**src/rtl/requant_pipe.sv**
```systemverilog
// Two-stage requantiser: per-channel round-half-to-even right shift, then symmetric clamp.
// Stages advance together; a sticky flag and a saturating counter track beats that were clamped.
module requant_pipe #(
  parameter int IN_WIDTH    = 9,
  parameter int OUT_WIDTH   = 6,
  parameter int CHANNELS    = 2,
  parameter int BASE_SHIFT  = 3,
  parameter int SHIFT_WIDTH = 2,
  parameter int CNT_WIDTH   = 16
) (
  input  logic                          clk,
  input  logic                          reset,
  input  logic                          in_valid,
  output logic                          in_ready,
  input  logic [CHANNELS*IN_WIDTH-1:0]  in_data,
  input  logic [SHIFT_WIDTH-1:0]        shift_i,
  output logic                          out_valid,
  input  logic                          out_ready,
  output logic [CHANNELS*OUT_WIDTH-1:0] out_data,
  input  logic                          sat_clear,
  output logic [CNT_WIDTH-1:0]          sat_cnt,
  output logic                          sat_flag
);

  // One guard bit above the input so the rounding carry can never wrap.
  localparam int W1 = IN_WIDTH + 1;
  localparam logic signed [W1-1:0] MAX_OUT = W1'((1 << (OUT_WIDTH - 1)) - 1);
  localparam logic signed [W1-1:0] MIN_OUT = -MAX_OUT;

  logic                          en;
  logic [7:0]                    s_amt;
  logic [CHANNELS*W1-1:0]        rnd_all;
  logic [CHANNELS*W1-1:0]        s1_data;
  logic                          s1_valid;
  logic [CHANNELS*OUT_WIDTH-1:0] clamp_all;
  logic                          any_sat;
  logic                          sat_load;

  assign en       = ~out_valid | out_ready;
  assign in_ready = en;
  assign s_amt    = 8'(BASE_SHIFT) + 8'(shift_i);
  assign sat_load = en & s1_valid & any_sat;

  // NOTE: every variable driven here gets a default first, so no path leaves it unassigned and no latch is inferred.
  always_comb begin : round_stage
    logic signed [W1-1:0] xe;
    logic signed [W1-1:0] q;
    logic [W1-1:0]        hbit;
    logic [W1-1:0]        mask;
    logic                 half;
    logic                 sticky;
    logic                 carry;
    rnd_all = '0;
    for (int ch = 0; ch < CHANNELS; ch++) begin
      xe     = {in_data[ch*IN_WIDTH+IN_WIDTH-1], in_data[ch*IN_WIDTH +: IN_WIDTH]};
      q      = xe >>> s_amt;
      hbit   = '0;
      mask   = '0;
      half   = 1'b0;
      sticky = 1'b0;
      if (s_amt != 8'd0) begin
        hbit   = W1'(1) << (s_amt - 8'd1);
        mask   = hbit - W1'(1);
        half   = |(xe & hbit);
        sticky = |(xe & mask);
      end
      carry = half & (q[0] | sticky);
      rnd_all[ch*W1 +: W1] = q + W1'(carry);
    end
  end

  // -2^(OUT_WIDTH-1) is clamped too, so the output range stays symmetric.
  always_comb begin : clamp_stage
    logic signed [W1-1:0] r;
    clamp_all = '0;
    any_sat   = 1'b0;
    for (int ch = 0; ch < CHANNELS; ch++) begin
      r = s1_data[ch*W1 +: W1];
      if (r > MAX_OUT) begin
        r       = MAX_OUT;
        any_sat = 1'b1;
      end else if (r < MIN_OUT) begin
        r       = MIN_OUT;
        any_sat = 1'b1;
      end
      clamp_all[ch*OUT_WIDTH +: OUT_WIDTH] = r[OUT_WIDTH-1:0];
    end
  end

  // NOTE: state registers use non-blocking assignments so every stage samples pre-edge values.
  always_ff @(posedge clk) begin
    if (reset) begin
      s1_valid  <= 1'b0;
      s1_data   <= '0;
      out_valid <= 1'b0;
      out_data  <= '0;
      sat_cnt   <= '0;
      sat_flag  <= 1'b0;
    end else begin
      if (en) begin
        s1_valid  <= in_valid;
        s1_data   <= rnd_all;
        out_valid <= s1_valid;
        if (s1_valid) out_data <= clamp_all;
      end
      if (sat_clear) begin
        sat_cnt  <= sat_load ? CNT_WIDTH'(1) : '0;
        sat_flag <= sat_load;
      end else if (sat_load) begin
        sat_flag <= 1'b1;
        if (sat_cnt != '1) sat_cnt <= sat_cnt + CNT_WIDTH'(1);
      end
    end
  end

endmodule

```
**config.mk**
```make
export PLATFORM = sky130hd
export DESIGN_NAME = requant_pipe
export DESIGN_NICKNAME = d
export VERILOG_FILES = /design/src/rtl/requant_pipe.sv
export SDC_FILE = /design/constraint.sdc
export NUM_CORES = 1
export LEC_CHECK = 0
export CAP_MARGIN = 10
export CORE_MARGIN = 1
export CORE_UTILIZATION = 50
export CTS_CLUSTER_SIZE = 30
export DETAILED_ROUTE_END_ITERATION = 6
export GPL_ROUTABILITY_DRIVEN = 0
export GPL_TIMING_DRIVEN = 0
export PLACE_DENSITY = 0.78
export RECOVER_POWER = 25
export REMOVE_ABC_BUFFERS = 1
export SYNTH_ARGS = -nofsm -noshare
export SYNTH_HDL_FRONTEND = slang
export SYNTH_SLANG_ARGS = --single-unit
```
**constraint.sdc**
```tcl
create_clock -name clk -period 3 [get_ports clk]
set_input_delay 0.45 -clock clk [delete_from_list [all_inputs] [get_ports clk]]
set_output_delay 0.45 -clock clk [all_outputs]
set_load 0.05 [all_outputs]
```
==> flow_metrics.py, run 1 <==
metrics = {
    "outcome": {
        "status": "completed",
    },
    "logic_synthesis": {
        "yosys_warnings": 0,
        "synth-edff-count": 0,
        "yosys.area.top_type_share": 0.2757,
        "yosys.area.top_type": "dfxtp_1",
        "netlist_instances": 434,
        "avgSynthCellArea_um2": 8.534,
        "synth_flop_cell": "dfxtp_1",
        "yosysSeqAreaShare": 0.2757,
        "ys_seq_elements": 51,
        "synthArstFlopShare": 0,
        "yosys-top-cells-area": "dfxtp_1 (28%), nand2_1 (5.3%), ha_1 (4.7%), a21oi_1 (4.6%), mux2i_1 (4.1%)",
        "syn_area_um2": 3704,
        "synth_cell_type_count": 70,
    },
    "worst_setup_path": {
        "cp_data_arrival_time_ns": 3.03,
        "end_kind": "register",
        "path_buf_inv": 3,
        "cpPeakStageDelay_ns": 0.34,
        "crit_required_ns": 3.18,
        "cpMaxStageDelayCell": "ha_1",
        "critPathMaxFanout": 8,
        "path_delay_family": "compound AO/OA/AOI/OAI gates",
        "cp_cell_sequence": "dlygate4sd2_1 -> inv_2 -> ha_2 -> ha_4 -> nand3_1 -> ha_1 -> inv_1 -> a221o_1 -> a211o_1 -> a2111oi_2 -> or4_1 -> a311oi_1",
        "startpoint_type": "input pin",
        "critPathLaunch": "shift_i[1]",
        "critical_path_class": "in -> reg",
        "rr_startpoint": "out_valid$_SDFFE_PP0N_",
    },
    "timing": {
        "fmax_ghz": 0.3507,
        "report.final.slew_viol_count": 0,
        "worst_pin_slew_ns": 0.6956,
        "setup_viol": 0,
        "rsz0062_at_grt": "no",
        "final.min_clock_period_ns": 2.852,
        "hold_ws_ns": 0.4533,
        "setup_tns_ns": 0,
        "slew_headroom": 0.5363,
        "finalCritPeriodShare": 0.9505,
        "hold_viol_final": 0,
        "skew_ns": 0.007700,
    },
    "place": {
        "port_buffers": 55,
        "place_hpwl_um": 6453,
        "placedInstanceArea_um2": 4244,
    },
    "drt": {
        "drt_iter0_drc": 215,
        "wire_per_inst_um": 15.71,
        "top_layer": "met4",
        "post_drt_via_cell_ratio": 6.005,
        "met2_wirelength_um": 4676,
        "dr_wl_met3_um": 384,
        "first_pass_iters": 4,
        "met1_length_um": 3996,
        "routed_wl_um": 9176,
        "route.detailed.drc": 0,
        "ant_nets": 0,
        "num_vias": 3507,
    },
    "finish": {
        "area_growth_pct": 22.13,
        "design_area_um2": 4523,
        "diodes": 0,
        "fin_nets": 523,
        "drive_gt1_frac": 0.1216,
    },
    "floorplanning": {
        "die_w_um": 88.07,
        "die_h_um": 88.07,
        "fp.dieArea_um2": 7755,
        "num_rows": 31,
        "ios": 56,
        "start_util": 0.5134,
        "coreArea_um2": 7214,
    },
    "global_route": {
        "overflow": 0,
        "grt_pass1_vias": 3284,
        "grt_first_pass_wirelength_um": 14770,
        "grt_usage": 0.2360,
        "antenna_found_initial": 0,
        "grt_start_max_net_pins": 35,
    },
    "clocking": {
        "clock_sinks": 51,
        "clk_pin_slew_ns": 0.10,
        "root_buffer": "clkbuf_8",
        "tritoncts": "done",
        "cts_hold_buffers": 0,
        "htreeDepth": 2,
        "cts-buffers-inserted": 5,
        "clock_path_buffers": 2,
        "clock_latency_ns": 0.31,
    },
    "pwr": {
        "p_leak_nw": 1.693,
        "ir_drop_v": 0.0001990,
        "p_per_area_nw_per_um2": 377.5,
    },
    "worst_hold_path": {
        "hold_path.class": "reg -> reg",
        "min_from": "out_data[8]$_SDFFE_PP0P_",
    },
    "job": {
        "cap_violations": 0,
    },
}
-- state kept, by name, indices dropped and copies added, names as in the netlist --
register	count
sat_cnt	16
sat_flag	1
out_data	12
out_valid	1
s1_valid	1
s1_data	20
-- cell type report --
type | count | area [um2]
Multi-Input combinational cell | 346 | 2559
Fill cell | 638 | 2691
Tap cell | 99 | 123.9
Clock buffer | 5 | 68.82
Inverter | 13 | 48.80
Clock inverter | 3 | 25.02
Sequential cell | 51 | 1021
Timing Repair Buffer | 67 | 676.9
-- cells in the final DEF, fill, tap and decap left out, drive strengths merged, types with 5 or more instances in the layout --
cell type and count:
nor2b 7, mux4 7, and2 8, a22oi 7, clkdlybuf4s50 35, ha 14
o211ai 12, a211oi 11, nand4 5, or4 6, xnor2 8, a31oi 6
and3 6, nor4 8, a21oi 34, nand3 15, dlygate4sd3 18, mux2i 15
buf 13, a22o 12, or3 10, clkbuf 5, nand2 53, inv 13
o21ai 13, nor2 23, dfxtp 51, nand3b 5
-- where the power goes --
| group | switching (mW) | internal (mW) | total [mW] |
|---|---|---|---|
| Clock | 0.238 | 0.167 | 0.405 |
| Combinational | 0.313 | 0.239 | 0.552 |
| Sequential | 0.0309 | 0.720 | 0.751 |
| Total | 0.581 | 1.13 | 1.71 |
-- cells in the mapped netlist, types with 3 or more instances --
cell type,instances
a211oi_1,11
a21o_1,4
a21oi_1,34
a22o_1,12
a22oi_1,7
a31oi_1,4
and2_1,8
and3_1,4
and4_1,4
buf_1,3
buf_2,5
buf_6,5
clkbuf_1,9
dfxtp_1,51
ha_1,14
inv_1,12
mux2_2,4
mux2i_1,15
mux4_1,3
mux4_2,4
nand2_1,52
nand2b_1,4
nand3_1,14
nand3b_1,5
nand4_1,5
nor2_1,23
nor2b_1,7
nor3_1,4
nor4_1,5
nor4_2,3
o211ai_1,11
o21ai_0,3
o21ai_1,10
o31ai_1,3
or3_1,10
or4_1,6
xnor2_1,8
xor2_1,4
-- tightest hold or removal path, stage by stage (launching register included) --
cell     delay [ns]
dfxtp_1        0.32
nand2_1        0.05
a21oi_1        0.05
-- through the flow --
stage,utilization,instances,power [mW],worst slack [ns]
6_report,0.6270,584,1.707,0.1484
4_1_cts,0.6176,582,1.698,0.1278
5_1_grt,0.6270,584,1.795,0.01006
3_3_place_gp,0.5845,563,1.257,-2.454
3_5_place_dp,0.5883,564,1.274,-2.065
2_1_floorplan,-,409,1.107,-0.3645
-- routing by layer --
metal / GRT usage / up-vias
met5: 0 / -
met4: 0.05132 / 0
met3: 0.03864 / 15
met2: 0.4257 / 83
met1: 0.2951 / 1663
li1: - / 1746
-- worst paths after layout --
check | endpoint | slack, ns | cells past startpoint
worst max register to register | sat_cnt[11]$_SDFFE_PP0P_ | 0.49 | 6
worst min register to register | out_data[8]$_SDFFE_PP0P_ | 0.45 | 2
worst min-delay path | out_data[8]$_SDFFE_PP0P_ | 0.45 | 2
worst max-delay path | s1_data[0]$_SDFFE_PP0N_ | 0.15 | 12
-- cells by family after synthesis --
family / synth area share
AND/OR/NAND/NOR: 0.2439
AO/OA/AOI/OAI: 0.2497
flip-flops: 0.2757
buffers and inverters: 0.05675
multiplexers: 0.09831
adder cells (fa/ha/maj): 0.04730
XOR/XNOR: 0.02838
-- what timing repair did --
action | 4_1_cts | 5_1_grt
hold endpoints to repair | 0 | 0
buffers inserted | 10 | 0
resized for setup | 20 | 4
pin swaps | 1 | 1
cloned | 0 | 1
setup endpoints to repair | 36 | 7
Note: power is estimated with default switching activity, not from simulation.
==> inputs of run 2 (changes only) <==
--- a/config.mk
+++ b/config.mk
@@ -6,13 +6,14 @@
 export NUM_CORES = 1
 export LEC_CHECK = 0
 export CAP_MARGIN = 10
-export CORE_MARGIN = 1
-export CORE_UTILIZATION = 50
+export CORE_MARGIN = 5
+export CORE_UTILIZATION = 51
+export CTS_BUF_LIST = sky130_fd_sc_hd__clkbuf_2 sky130_fd_sc_hd__clkbuf_4 sky130_fd_sc_hd__clkbuf_8
 export CTS_CLUSTER_SIZE = 30
 export DETAILED_ROUTE_END_ITERATION = 6
 export GPL_ROUTABILITY_DRIVEN = 0
 export GPL_TIMING_DRIVEN = 0
-export PLACE_DENSITY = 0.78
+export PLACE_DENSITY = 0.76
 export RECOVER_POWER = 25
 export REMOVE_ABC_BUFFERS = 1
 export SYNTH_ARGS = -nofsm -noshare
==> run 2 against run 1 <==
Effect of this change:
- clock power rose by 14%
- final area fell by 0.83%
- total power rose by 2.6%
- clock-buffer cell count did not move
- highest routed layer unchanged
- global-route usage fell by 4.1 points
- sequential share of layout area rose by 0.19 points
- via count barely moved
- register-to-register slack barely moved
- non-clock buffer count fell by 3
- cell count fell by 0.68%
- core utilization fell by 0.18 points
- hold slack got worse by 0.0018 ns
==> flow_metrics.py, run 2 (same netlist as run 1, synthesis figures left out) <==
metrics = {
    "outcome": {
        "status": "completed",
    },
    "worst_setup_path": {
        "cpMaxStageDelayCell": "a2111oi_2",
        "r2r_end": "sat_cnt[4]$_SDFFE_PP0P_",
        "startpoint_type": "input pin",
        "critPathLaunch": "shift_i[0]",
        "path_buf_inv": 3,
        "critical_path_class": "in -> reg",
        "worstRegToRegCells": 6,
        "end_kind": "register",
        "cp_data_arrival_time_ns": 3.00,
        "rr_startpoint": "out_valid$_SDFFE_PP0N_",
        "r2r_setup_slack_ns": 0.48,
        "critPathMaxFanout": 17,
        "cp_cell_sequence": "buf_6 -> inv_1 -> ha_4 -> ha_4 -> nand3_1 -> ha_1 -> inv_1 -> a221o_1 -> a211o_1 -> a2111oi_2 -> or4_1 -> a311oi_1",
        "crit_required_ns": 3.13,
        "cpPeakStageDelay_ns": 0.34,
        "path_delay_family": "compound AO/OA/AOI/OAI gates",
    },
    "floorplanning": {
        "ios": 56,
        "die_h_um": 95.22,
        "start_util": 0.5161,
        "coreArea_um2": 7176,
        "fp.dieArea_um2": 9066,
        "die_w_um": 95.22,
        "num_rows": 31,
    },
    "drt": {
        "wire_per_inst_um": 15.50,
        "first_pass_iters": 4,
        "post_drt_via_cell_ratio": 6.043,
        "num_vias": 3505,
        "route.detailed.drc": 0,
        "routed_wl_um": 8988,
        "drt_iter0_drc": 183,
        "ant_nets": 0,
    },
    "finish": {
        "fin_nets": 520,
        "fillers": 646,
        "largest_register": "s1_data",
        "final_cells": 580,
        "area_growth_pct": 21.11,
        "reg_top3": "s1_data x20, sat_cnt x16, out_data x12",
        "diodes": 0,
        "largest_reg_flops": 20,
        "mostFrequentLayoutCell": "nand2_1",
        "utilization": 0.6251,
        "most-common-layout-cells": "nand2_1 (52), dfxtp_1 (51), clkdlybuf4s50_1 (35)",
        "drive_gt1_frac": 0.1143,
    },
    "clocking": {
        "clk_pin_slew_ns": 0.09,
        "clock_sinks": 51,
        "cts-buffers-inserted": 5,
        "htreeDepth": 2,
        "root_buffer": "clkbuf_8",
        "clock_latency_ns": 0.30,
        "clock_path_buffers": 2,
        "cts_hold_buffers": 0,
        "tritoncts": "done",
    },
    "job": {
        "cap_violations": 0,
    },
    "timing": {
        "rsz0062_at_grt": "yes",
        "report.final.slew_viol_count": 0,
        "slew_headroom": 0.2254,
        "hold_viol_final": 0,
        "setup_viol": 0,
        "skew_ns": 0.005685,
        "worst_pin_slew_ns": 1.158,
        "final.min_clock_period_ns": 2.875,
        "fmax_ghz": 0.3478,
        "finalCritPeriodShare": 0.9584,
    },
    "place": {
        "port_buffers": 55,
        "place_hpwl_um": 6486,
        "dp_cells": 564,
    },
    "global_route": {
        "antenna_found_initial": 0,
        "grt_start_max_net_pins": 35,
        "overflow": 0,
        "grt_usage": 0.1948,
        "grt_first_pass_wirelength_um": 14450,
        "grt_pass1_vias": 3141,
    },
    "worst_hold_path": {
        "whs_endpoint": "out_data[3]$_SDFFE_PP0P_",
        "hold_path.class": "reg -> reg",
        "hold_path_depth": 2,
        "min_from": "out_data[3]$_SDFFE_PP0P_",
    },
    "pwr": {
        "p_per_area_nw_per_um2": 390.4,
        "p_leak_nw": 1.674,
        "ir_drop_v": 0.0001583,
    },
}
==> run 2: cell count changes in the layout (fill, tap and decap cells not counted), sizes merged <==
cell / change
buf: -3
bufinv: +1
clkdlybuf4s15: +1
clkinv: -2
dlygate4sd2: -1
==> run 2: repair_timing <==
action,CTS,global route
cloned,0,1
setup buffers,2,6
pin swaps,1,2
endpoints found under the setup margin,36,6
hold endpoints to repair,0,0
resized for setup,21,3
==> run 2: power breakdown <==
| group | leakage [nW] | switching, mW | total, mW | internal [mW] |
|---|---|---|---|---|
| logic | 1.21 | 0.306 | 0.539 | 0.233 |
| registers | 0.418 | 0.0297 | 0.750 | 0.720 |
| clock network | 0.0502 | 0.218 | 0.462 | 0.244 |
==> run 2: how the worst max path moves through the flow <==
stage / end / slack, ns / cells past startpoint
final: s1_data[0]$_SDFFE_PP0N_ / 0.12 / 12
after global routing: s1_data[0]$_SDFFE_PP0N_ / -0.02 / 12
after CTS: s1_data[0]$_SDFFE_PP0N_ / 0.06 / 12
after detailed placement: s1_data[14]$_SDFFE_PP0N_ / -1.91 / 11
after global placement: s1_data[14]$_SDFFE_PP0N_ / -2.42 / 11
after floorplan: s1_data[18]$_SDFFE_PP0N_ / -0.36 / 10
==> run 2: final cells by class <==
| type | instances | area (um2) | area share |
|---|---|---|---|
| multi-input combinational | 346 | 2545 | 0.5674 |
| clock buffer | 5 | 68.82 | 0.01534 |
| timing repair buffer | 64 | 640.6 | 0.1428 |
| inverter | 13 | 48.80 | 0.01088 |
| sequential | 51 | 1021 | 0.2276 |
| tap | 99 | 123.9 | 0.02762 |
| clock inverter | 2 | 37.54 | 0.008368 |
==> run 2: layer usage <==
metal  global-route usage  part of all wire
met5                    0                 0
met2               0.3277              0.48
met4              0.06971             0.020
met3              0.02762             0.053
met1               0.2535              0.44
==> run 2: worst reg2reg max path, stage by stage, from the launching register on <==
cell and delay (ns):
dfxtp_1 0.33, nor2b_2 0.42, inv_2 0.25, and2_1 0.45, a31oi_2 0.69, or3_1 0.20
a21oi_1 0.06
==> run 2: through the flow <==
stage	power (mW)	cell area, um2	worst slack, ns	hold WS [ns]	TNS, ns
after floorplan	1.107	3542	-0.3645	0.4389	-1.848
after global placement	1.253	4217	-2.423	0.4392	-50.64
after detailed placement	1.268	4244	-1.913	0.4463	-40.52
after CTS	1.739	4408	0.06353	0.4577	0
after global routing	1.851	4486	-0.01543	0.4798	-0.01543
final	1.751	4486	0.1247	0.4515	0
